File: src/rtl/sar_search8_pkg.sv
`default_nettype none
// ============================================================================
// Module      : sar_search8_pkg
// Description : Shared definitions for the successive-approximation search
//               block: default operand width and FSM state encodings.
// Revision    : 1.0 - initial release
// ============================================================================
package sar_search8_pkg;

    // Default operand width of the search.
    localparam int c_SAR_W = 8;

    // FSM state encodings (2-bit, explicit width).
    localparam logic [1:0] c_ST_IDLE   = 2'd0;
    localparam logic [1:0] c_ST_SEARCH = 2'd1;
    localparam logic [1:0] c_ST_DONE   = 2'd2;

endpackage : sar_search8_pkg
`default_nettype wire

File: src/rtl/sar_search8.sv
`default_nettype none
// ============================================================================
// Module      : sar_search8
// Description : Successive-approximation search. Recovers an unknown value x
//               MSB-first by proposing trial operands to an external ">="
//               comparator (x >= trial) and keeping or clearing each bit
//               according to the returned geq result.
// Ports       : clk         - sole clock, rising edge
//               reset       - synchronous active-high reset
//               start       - begin a search (honoured only in IDLE)
//               abort       - cancel an in-progress search
//               trial       - candidate operand for the external comparator
//               trial_valid - trial is stable and awaits a comparison
//               geq         - comparator result for the current trial
//               geq_valid   - comparator result strobe
//               busy        - search in progress
//               done        - one-cycle completion pulse
//               result      - recovered value, held until next completion
// Revision    : 1.0 - initial release
// ============================================================================
module sar_search8
    import sar_search8_pkg::*;
#(
    parameter int W = c_SAR_W
) (
    input  logic         clk,
    input  logic         reset,
    input  logic         start,
    input  logic         abort,
    output logic [W-1:0] trial,
    output logic         trial_valid,
    input  logic         geq,
    input  logic         geq_valid,
    output logic         busy,
    output logic         done,
    output logic [W-1:0] result
);

    localparam int             c_IW      = (W > 1) ? $clog2(W) : 1;
    localparam logic [c_IW-1:0] c_TOP_IDX = c_IW'(W - 1);
    localparam logic [W-1:0]   c_MSB_ONE = {1'b1, {(W-1){1'b0}}};

    logic [1:0]      r_state;
    logic [W-1:0]    r_trial;
    logic [c_IW-1:0] r_idx;
    logic [W-1:0]    r_result;

    logic [1:0]      w_state_nxt;
    logic [W-1:0]    w_trial_nxt;
    logic [c_IW-1:0] w_idx_nxt;
    logic [W-1:0]    w_result_nxt;
    logic [W-1:0]    w_trial_upd;

    // ------------------------------------------------------------------
    // State and datapath registers
    // ------------------------------------------------------------------
    always_ff @(posedge clk) begin
        if (reset) begin
            r_state  <= c_ST_IDLE;
            r_trial  <= '0;
            r_idx    <= '0;
            r_result <= '0;
        end else begin
            r_state  <= w_state_nxt;
            r_trial  <= w_trial_nxt;
            r_idx    <= w_idx_nxt;
            r_result <= w_result_nxt;
        end
    end

    // ------------------------------------------------------------------
    // Next-state and datapath update
    // ------------------------------------------------------------------
    always_comb begin
        w_state_nxt  = r_state;
        w_trial_nxt  = r_trial;
        w_idx_nxt    = r_idx;
        w_result_nxt = r_result;

        // Trial after resolving the current bit: keep it on geq=1, clear it
        // on geq=0, and propose the next lower bit when one remains.
        w_trial_upd        = r_trial;
        w_trial_upd[r_idx] = geq;
        if (r_idx != '0) begin
            w_trial_upd[r_idx - 1'b1] = 1'b1;
        end

        case (r_state)
            c_ST_IDLE: begin
                if (start) begin
                    w_state_nxt = c_ST_SEARCH;
                    w_trial_nxt = c_MSB_ONE;
                    w_idx_nxt   = c_TOP_IDX;
                end
            end
            c_ST_SEARCH: begin
                // abort wins over a same-cycle comparator result
                if (abort) begin
                    w_state_nxt = c_ST_IDLE;
                    w_trial_nxt = '0;
                    w_idx_nxt   = '0;
                end else if (geq_valid) begin
                    if (r_idx == '0) begin
                        w_state_nxt  = c_ST_DONE;
                        w_result_nxt = w_trial_upd;
                        w_trial_nxt  = '0;
                    end else begin
                        w_trial_nxt = w_trial_upd;
                        w_idx_nxt   = r_idx - 1'b1;
                    end
                end
            end
            c_ST_DONE: begin
                w_state_nxt = c_ST_IDLE;
                w_trial_nxt = '0;
                w_idx_nxt   = '0;
            end
            default: begin
                w_state_nxt = c_ST_IDLE;
                w_trial_nxt = '0;
                w_idx_nxt   = '0;
            end
        endcase
    end

    // ------------------------------------------------------------------
    // Outputs
    // ------------------------------------------------------------------
    always_comb begin
        trial       = r_trial;
        result      = r_result;
        busy        = (r_state == c_ST_SEARCH);
        trial_valid = (r_state == c_ST_SEARCH);
        done        = (r_state == c_ST_DONE);
    end

endmodule : sar_search8
`default_nettype wire

File: config.mk
export PLATFORM = sky130hd
export DESIGN_NAME = sar_search8
export DESIGN_NICKNAME = d
export VERILOG_FILES = /design/src/rtl/sar_search8_pkg.sv /design/src/rtl/sar_search8.sv
export SDC_FILE = /design/constraint.sdc
export NUM_CORES = 1
export LEC_CHECK = 0
export BUFFER_PORTS_ARGS = -buffer_cell sky130_fd_sc_hd__buf_4
export CAP_MARGIN = 10
export CORE_MARGIN = 2
export CORE_UTILIZATION = 25
export CTS_CLUSTER_SIZE = 8
export DETAILED_ROUTE_END_ITERATION = 8
export GPL_TIMING_DRIVEN = 0
export SLEW_MARGIN = 30
export SYNTH_ARGS = -nofsm -noshare
export SYNTH_HDL_FRONTEND = slang
export SYNTH_SLANG_ARGS = --single-unit
File: constraint.sdc
create_clock -name clk -period 2.4 [get_ports clk]
set_input_delay 0.24 -clock clk [delete_from_list [all_inputs] [get_ports clk]]
set_output_delay 0.24 -clock clk [all_outputs]
set_load 0.03 [all_outputs]
; After elaboration in Yosys (flattened, before gate mapping)
; Cells that the tools add are included.
[word_totals]
regBits = 21
in_bits = 6
out_inout_bits = 19
word_cells = 47
[op_classes]
n_addsub = 1
magnitude_cmp = 4
n_eq_ne = 6
mux = 21
n_bitwise = 2
reduce_logical = 9
[ops]
columns = op, n
row1 = $mux 8, 5
row2 = $pmux 8 s2, 1
row3 = $mux 3, 4
row4 = $bwmux 8, 1
row5 = $lt 3x4->1 const B, 2
row6 = $mux 2, 4
row7 = $or 8x8->8, 1
row8 = $demux 1 s3, 2
row9 = $ge 3x1->1 const B, 2
row10 = $ne 3x3->1 const B, 2
row11 = $pmux 3 s2, 1
row12 = $reduce_and 3->1, 2
row13 = $pmux 2 s2, 1
row14 = $reduce_and 4->1, 1
row15 = $logic_not 3->1, 1
row16 = $ne 3x2->1 const B, 1
row17 = $reduce_bool 3->1, 1
row18 = $sub 3x1->3 const B, 1
row19 = $eq 2x1->1 const B, 1
row20 = $eq 2x2->1 const B, 1
row21 = $logic_and 1x1->1, 2
row22 = $logic_not 2->1, 1
row23 = $mux 1, 2
row24 = $ne 2x2->1 const B, 1
row25 = other kinds (2), 2

; Longest topological paths before layout
[depth]
ltp_word = 11
mapped_depth = 9
mapped_depth_nobuf = 6

; Worst setup path after synthesis
; No wires, ideal clock.
[synth_timing]
path_type = reg2reg
startpoint = register r_idx[0]
endpoint = register r_trial[4] (netlist: trial[4])
setup_time_ns = 0.117
arrival_ns = 1.794
required_ns = 2.283
path_slack_ns = 0.488
path_stages_with_launch = 8
n_path_buf = 2
period_less_slack_ns = 1.912
cell_sequence = dfxtp_1 clkbuf_1 buf_2 inv_1 ha_1 mux2i_1 o21ai_0 a32o_1
[synth_between]
elab_chain_cells = 11
word_cells_on_any_way = 20
cone_classes = add/sub: 1 / order compare: 4 / mux: 10 / bitwise: 1 / reduce/logical: 4
[synth_lines]
columns = item, line
row1 = start: declaration, sar_search8.sv:45  ; logic [c_IW-1:0] r_idx;
row2 = start signal: assignment, sar_search8.sv:66  ; r_idx <= w_idx_nxt;
row3 = "$sub 3x1->3, or another cell as far along", sar_search8.sv:85  ; w_trial_upd[r_idx - 1'b1] = 1'b1;
row4 = "$lt 3x4->1 (not written as such), or another cell as far along", sar_search8.sv:85
row5 = $logic_and 1x1->1 (not written as such) / $mux 1 (equally long branches), "sar_search8.sv:85, sar_search8.sv:83"
row6 = $mux 1 (not written as such) / $demux 1 s3 (equally long branches), "sar_search8.sv:85, sar_search8.sv:83"
row7 = $demux 1 s3 / $bwmux 8 (equally long branches), "sar_search8.sv:85, sar_search8.sv:83"
row8 = $or 8x8->8 (no line), --
row9 = $mux 8, sar_search8.sv:84  ; if (r_idx != '0) begin
row10 = $mux 8 *, sar_search8.sv:103  ; if (r_idx == '0) begin
row11 = $mux 8 *, sar_search8.sv:102  ; end else if (geq_valid) begin
row12 = $mux 8 *, sar_search8.sv:98  ; if (abort) begin
row13 = $pmux 8 s2 *, sar_search8.sv:88  ; case (r_state)
row14 = end signal: assignment, sar_search8.sv:65  ; r_trial <= w_trial_nxt;
row15 = end: declaration, sar_search8.sv:44  ; logic [W-1:0] r_trial;
; Mark *: on every way between the ends. The rest lies on a longest branch, timed or not. The select of a mux whose other input is x is not followed.
; A chain may end at the register's enable or synchronous reset.

; Worst setup path after layout
[layout_timing]
startpoint = register r_idx[0]
endpoint = register r_trial[2] (netlist: trial[2])
; Same word-level chain as after synthesis.

==> impl_metrics.env <==
export IMPL_outcome="finished, final reports clean"
export IMPL_die_h_um=72.8
export IMPL_end_kind="register"
export IMPL_finish_utilization_pct=31.7
export IMPL_clk_latency_ns=0.27
export IMPL_seq_area_frac_synth_pct=35.5
export IMPL_antenna_left=0
export IMPL_dr_pass1_iters=4
export IMPL_finalMaxSlewViolations=0
export IMPL_postLayoutSetupSlackWorst_ns=0.253
export IMPL_fin_crit_sh_pct=89.5
export IMPL_r2r_end="trial[2]"
export IMPL_clkPwrFrac_pct=27.9
export IMPL_maxSlewHeadroom_pct=66.9
export IMPL_gp_congestion=0.756
export IMPL_place_ws_ns=-0.103
export IMPL_intPower_mw=0.575
export IMPL_cts_hold_fix_buffers=0
export IMPL_initial_core_util_pct=25.4
export IMPL_use_met1_pct=16.7
export IMPL_crit_chain="buf_2, inv_1, ha_1, clkbuf_1, nand2b_1, o21ai_0, a32o_1"
export IMPL_synth_nets=133
export IMPL_power_switching_share_pct=34.4
export IMPL_fin_worst_skew_ns=0.00275
export IMPL_grt_pass1_vias=998
export IMPL_critPathArrivalTime_ns=2.31
export IMPL_setup_viol=0
export IMPL_yosysUniqueCellTypes=35
export IMPL_drive_gt1_share_pct=26.0
export IMPL_pwr_density_cell_nw_per_um2=595
export IMPL_final_nets=159
export IMPL_hold_depth=3
export IMPL_cap_violations=0
export IMPL_min_from="geq_valid"
export IMPL_crit_slowest_cell="dfxtp_1"
export IMPL_antenna_found_initial=0
export IMPL_rows=25
export IMPL_cts_buffers_inserted=3
export IMPL_synth_top_cell_area_share_pct=35.5
export IMPL_hp_class="in -> reg"
export IMPL_switching_power_mw=0.302
export IMPL_rrSetupSlack_ns=0.25
export IMPL_fp_dieW_um=72.8
export IMPL_ys_warn_count=0
export IMPL_ys_top_cells_by_area="dfxtp_1 35%, mux2i_1 7.6%, a32o_1 5.9%"
export IMPL_grt_max_degree=13
export IMPL_dieArea_um2=5310
export IMPL_combPwrFrac_pct=29.0
export IMPL_hpwl_um=2110
export IMPL_power_mw=0.878
export IMPL_vias=1061
export IMPL_boundaryPins=25
export IMPL_crit_fanout=10
export IMPL_cts_sinks=21
export IMPL_cts_reportedPaths_clkPinSlew_ns=0.08
export IMPL_clockRootBuffer="clkbuf_8"
export IMPL_cts_setup_buffers=0
export IMPL_avgViaCountPerCell=5.20
export IMPL_crit_required_ns=2.56
export IMPL_groute_layer_met2_usage_pct=18.4
export IMPL_netlist_top_cell_by_area="dfxtp_1"
export IMPL_wire_per_inst_um=14.6
export IMPL_max_stage_delay_ns=0.52
export IMPL_start_kind="register"
export IMPL_drt_wl_total_um=2970
export IMPL_post_cts_resized=1
export IMPL_cts_tree="yes"
export IMPL_r2r_cells=7
export IMPL_grt_remaining_overflow=0
export IMPL_p_leak_nw=0.662
export IMPL_hold_viol=0
export IMPL_drc_errors=0
export IMPL_holdPathEnd="r_state[1]"
export IMPL_syn_area_um2=1180
export IMPL_cts_path_max_buffers=2
export IMPL_netlist_instances=125
export IMPL_grt_pass1_wl_um=4940
export IMPL_grtUsageMet3_pct=2.21
export IMPL_peakVddDrop_mv=0.183
export IMPL_htreeDepth=1
export IMPL_grt_busiest_layer="met2"
export IMPL_avgSynthCellArea_um2=9.48
export IMPL_r2r_start="r_idx[0]"
export IMPL_tightest_slew_ns=0.493
export IMPL_rsz0062_at_grt="false"
export IMPL_post_route_min_period_ns=2.15
export IMPL_portBuffers=22
export IMPL_max_freq_ghz=0.466
export IMPL_seqPwrFrac_pct=43.1
export IMPL_crit_type="reg -> reg"
export IMPL_antenna_cells=0
export IMPL_syn2layout_area_growth_pct=24.6
export IMPL_drt_iter0_drc=77
export IMPL_holdWs_ns=0.306
export IMPL_ys_ff_latch=21
export IMPL_core_area_um2=4660
export IMPL_startpoint="r_idx[0]"
export IMPL_track_usage_pct=12.1
-- kinds of logic after synthesis --
| family | Yosys count | share of synthesized area (%) |
|---|---|---|
| AOI/OAI and AO/OA | 42 | 28.8 |
| and+or+nand+nor | 35 | 19.4 |
| DFF | 21 | 35.5 |
| buffers and inverters | 16 | 6.55 |
| muxes | 9 | 7.60 |
| adders and majority gates | 2 | 2.11 |
-- worst max-delay path: cells and delay by family, from the launching register on --
family / cells / cell delay, ns
buffers and inverters: 3 / 0.70
AOI/OAI and AO/OA: 2 / 0.32
and+or+nand+nor: 1 / 0.22
adders and majority gates: 1 / 0.28
DFF: 1 / 0.52
-- routing by layer --
| layer | vias to the layer above | wire [um] |
|---|---|---|
| met5 | - | 0 |
| met4 | 0 | 32 |
| met3 | 3 | 171 |
| met2 | 32 | 1390 |
| met1 | 499 | 1380 |
| li1 | 527 | - |
-- registers in the layout, indices dropped and copies added, names as in the netlist --
signal	flops
r_state	2
r_idx	3
trial	8
result	8
-- power groups by stage --
stage	Clock [mW]	Sequential, mW	Combinational [mW]
after floorplan	0	0.394	0.172
after global placement	0	0.380	0.247
after detailed placement	0	0.381	0.251
after CTS	0.252	0.373	0.255
after global routing	0.266	0.381	0.283
final	0.245	0.379	0.255
-- worst max-delay path by stage --
stage               slack, ns        to  depth (start not counted)
global placement         0.01  trial[6]                          7
floorplan                0.49  trial[4]                          7
global route             0.09  trial[6]                          7
detailed placement      -0.10  trial[4]                          7
CTS                      0.07  trial[2]                          7
finish                   0.25  trial[2]                          7
-- per-stage QoR --
step	TNS, ns	instance area, um2	std cells
floorplan	0	1180	125
global placement	0	1420	201
detailed placement	-0.202	1420	201
CTS	0	1470	205
global route	0	1480	204
finish	0	1480	204
-- placed cells by master, fill, tap and decap left out, types with 2 or more instances in the layout --
cell type  instances
buf_4             24
dfxtp_1           21
mux2i_1            8
o21ai_0            7
a32o_1             7
o211a_1            7
o211ai_1           6
clkbuf_1           5
inv_1              5
nor2_1             5
nor3_1             5
nand2_1            4
nand2b_1           3
a21oi_1            3
nand3b_1           3
nor3b_1            3
o31ai_1            3
clkbuf_8           3
buf_2              2
nor2b_1            2
or3b_4             2
and2_1             2
o311a_1            2
nand3_1            2
ha_1               2
-- area by class of cell --
cell class              instances  area, um2
plain buffers                  10       55.1
flip-flops and latches         21        420
multi-input cells              88        703
repair buffers                 22        165
fillers                       502       3180
clock buffers                   3       41.3
inverters                       5       18.8
clock inverters                 1       5.00
well taps                      54       67.6
-- cells in the mapped netlist (all sizes together) --
| cell type | instances |
|---|---|
| nor2 | 5 |
| mux2i | 9 |
| ha | 2 |
| o211a | 7 |
| inv | 5 |
| a21o | 1 |
| nand3b | 3 |
| o2111a | 1 |
| nor3 | 6 |
| nor2b | 2 |
| nand2b | 3 |
| o21ai | 7 |
| o311a | 2 |
| nand2 | 4 |
| o31ai | 3 |
| buf | 5 |
| nor4 | 2 |
| or2 | 1 |
| a32o | 7 |
| o221ai | 1 |
| nor3b | 3 |
| nand3 | 2 |
| clkbuf | 6 |
| dfxtp | 21 |
| o211ai | 6 |
| a21oi | 5 |
| a211oi | 1 |
| o21bai | 1 |
| or3b | 2 |
| and2 | 2 |
(Power assumes the default switching activity.)
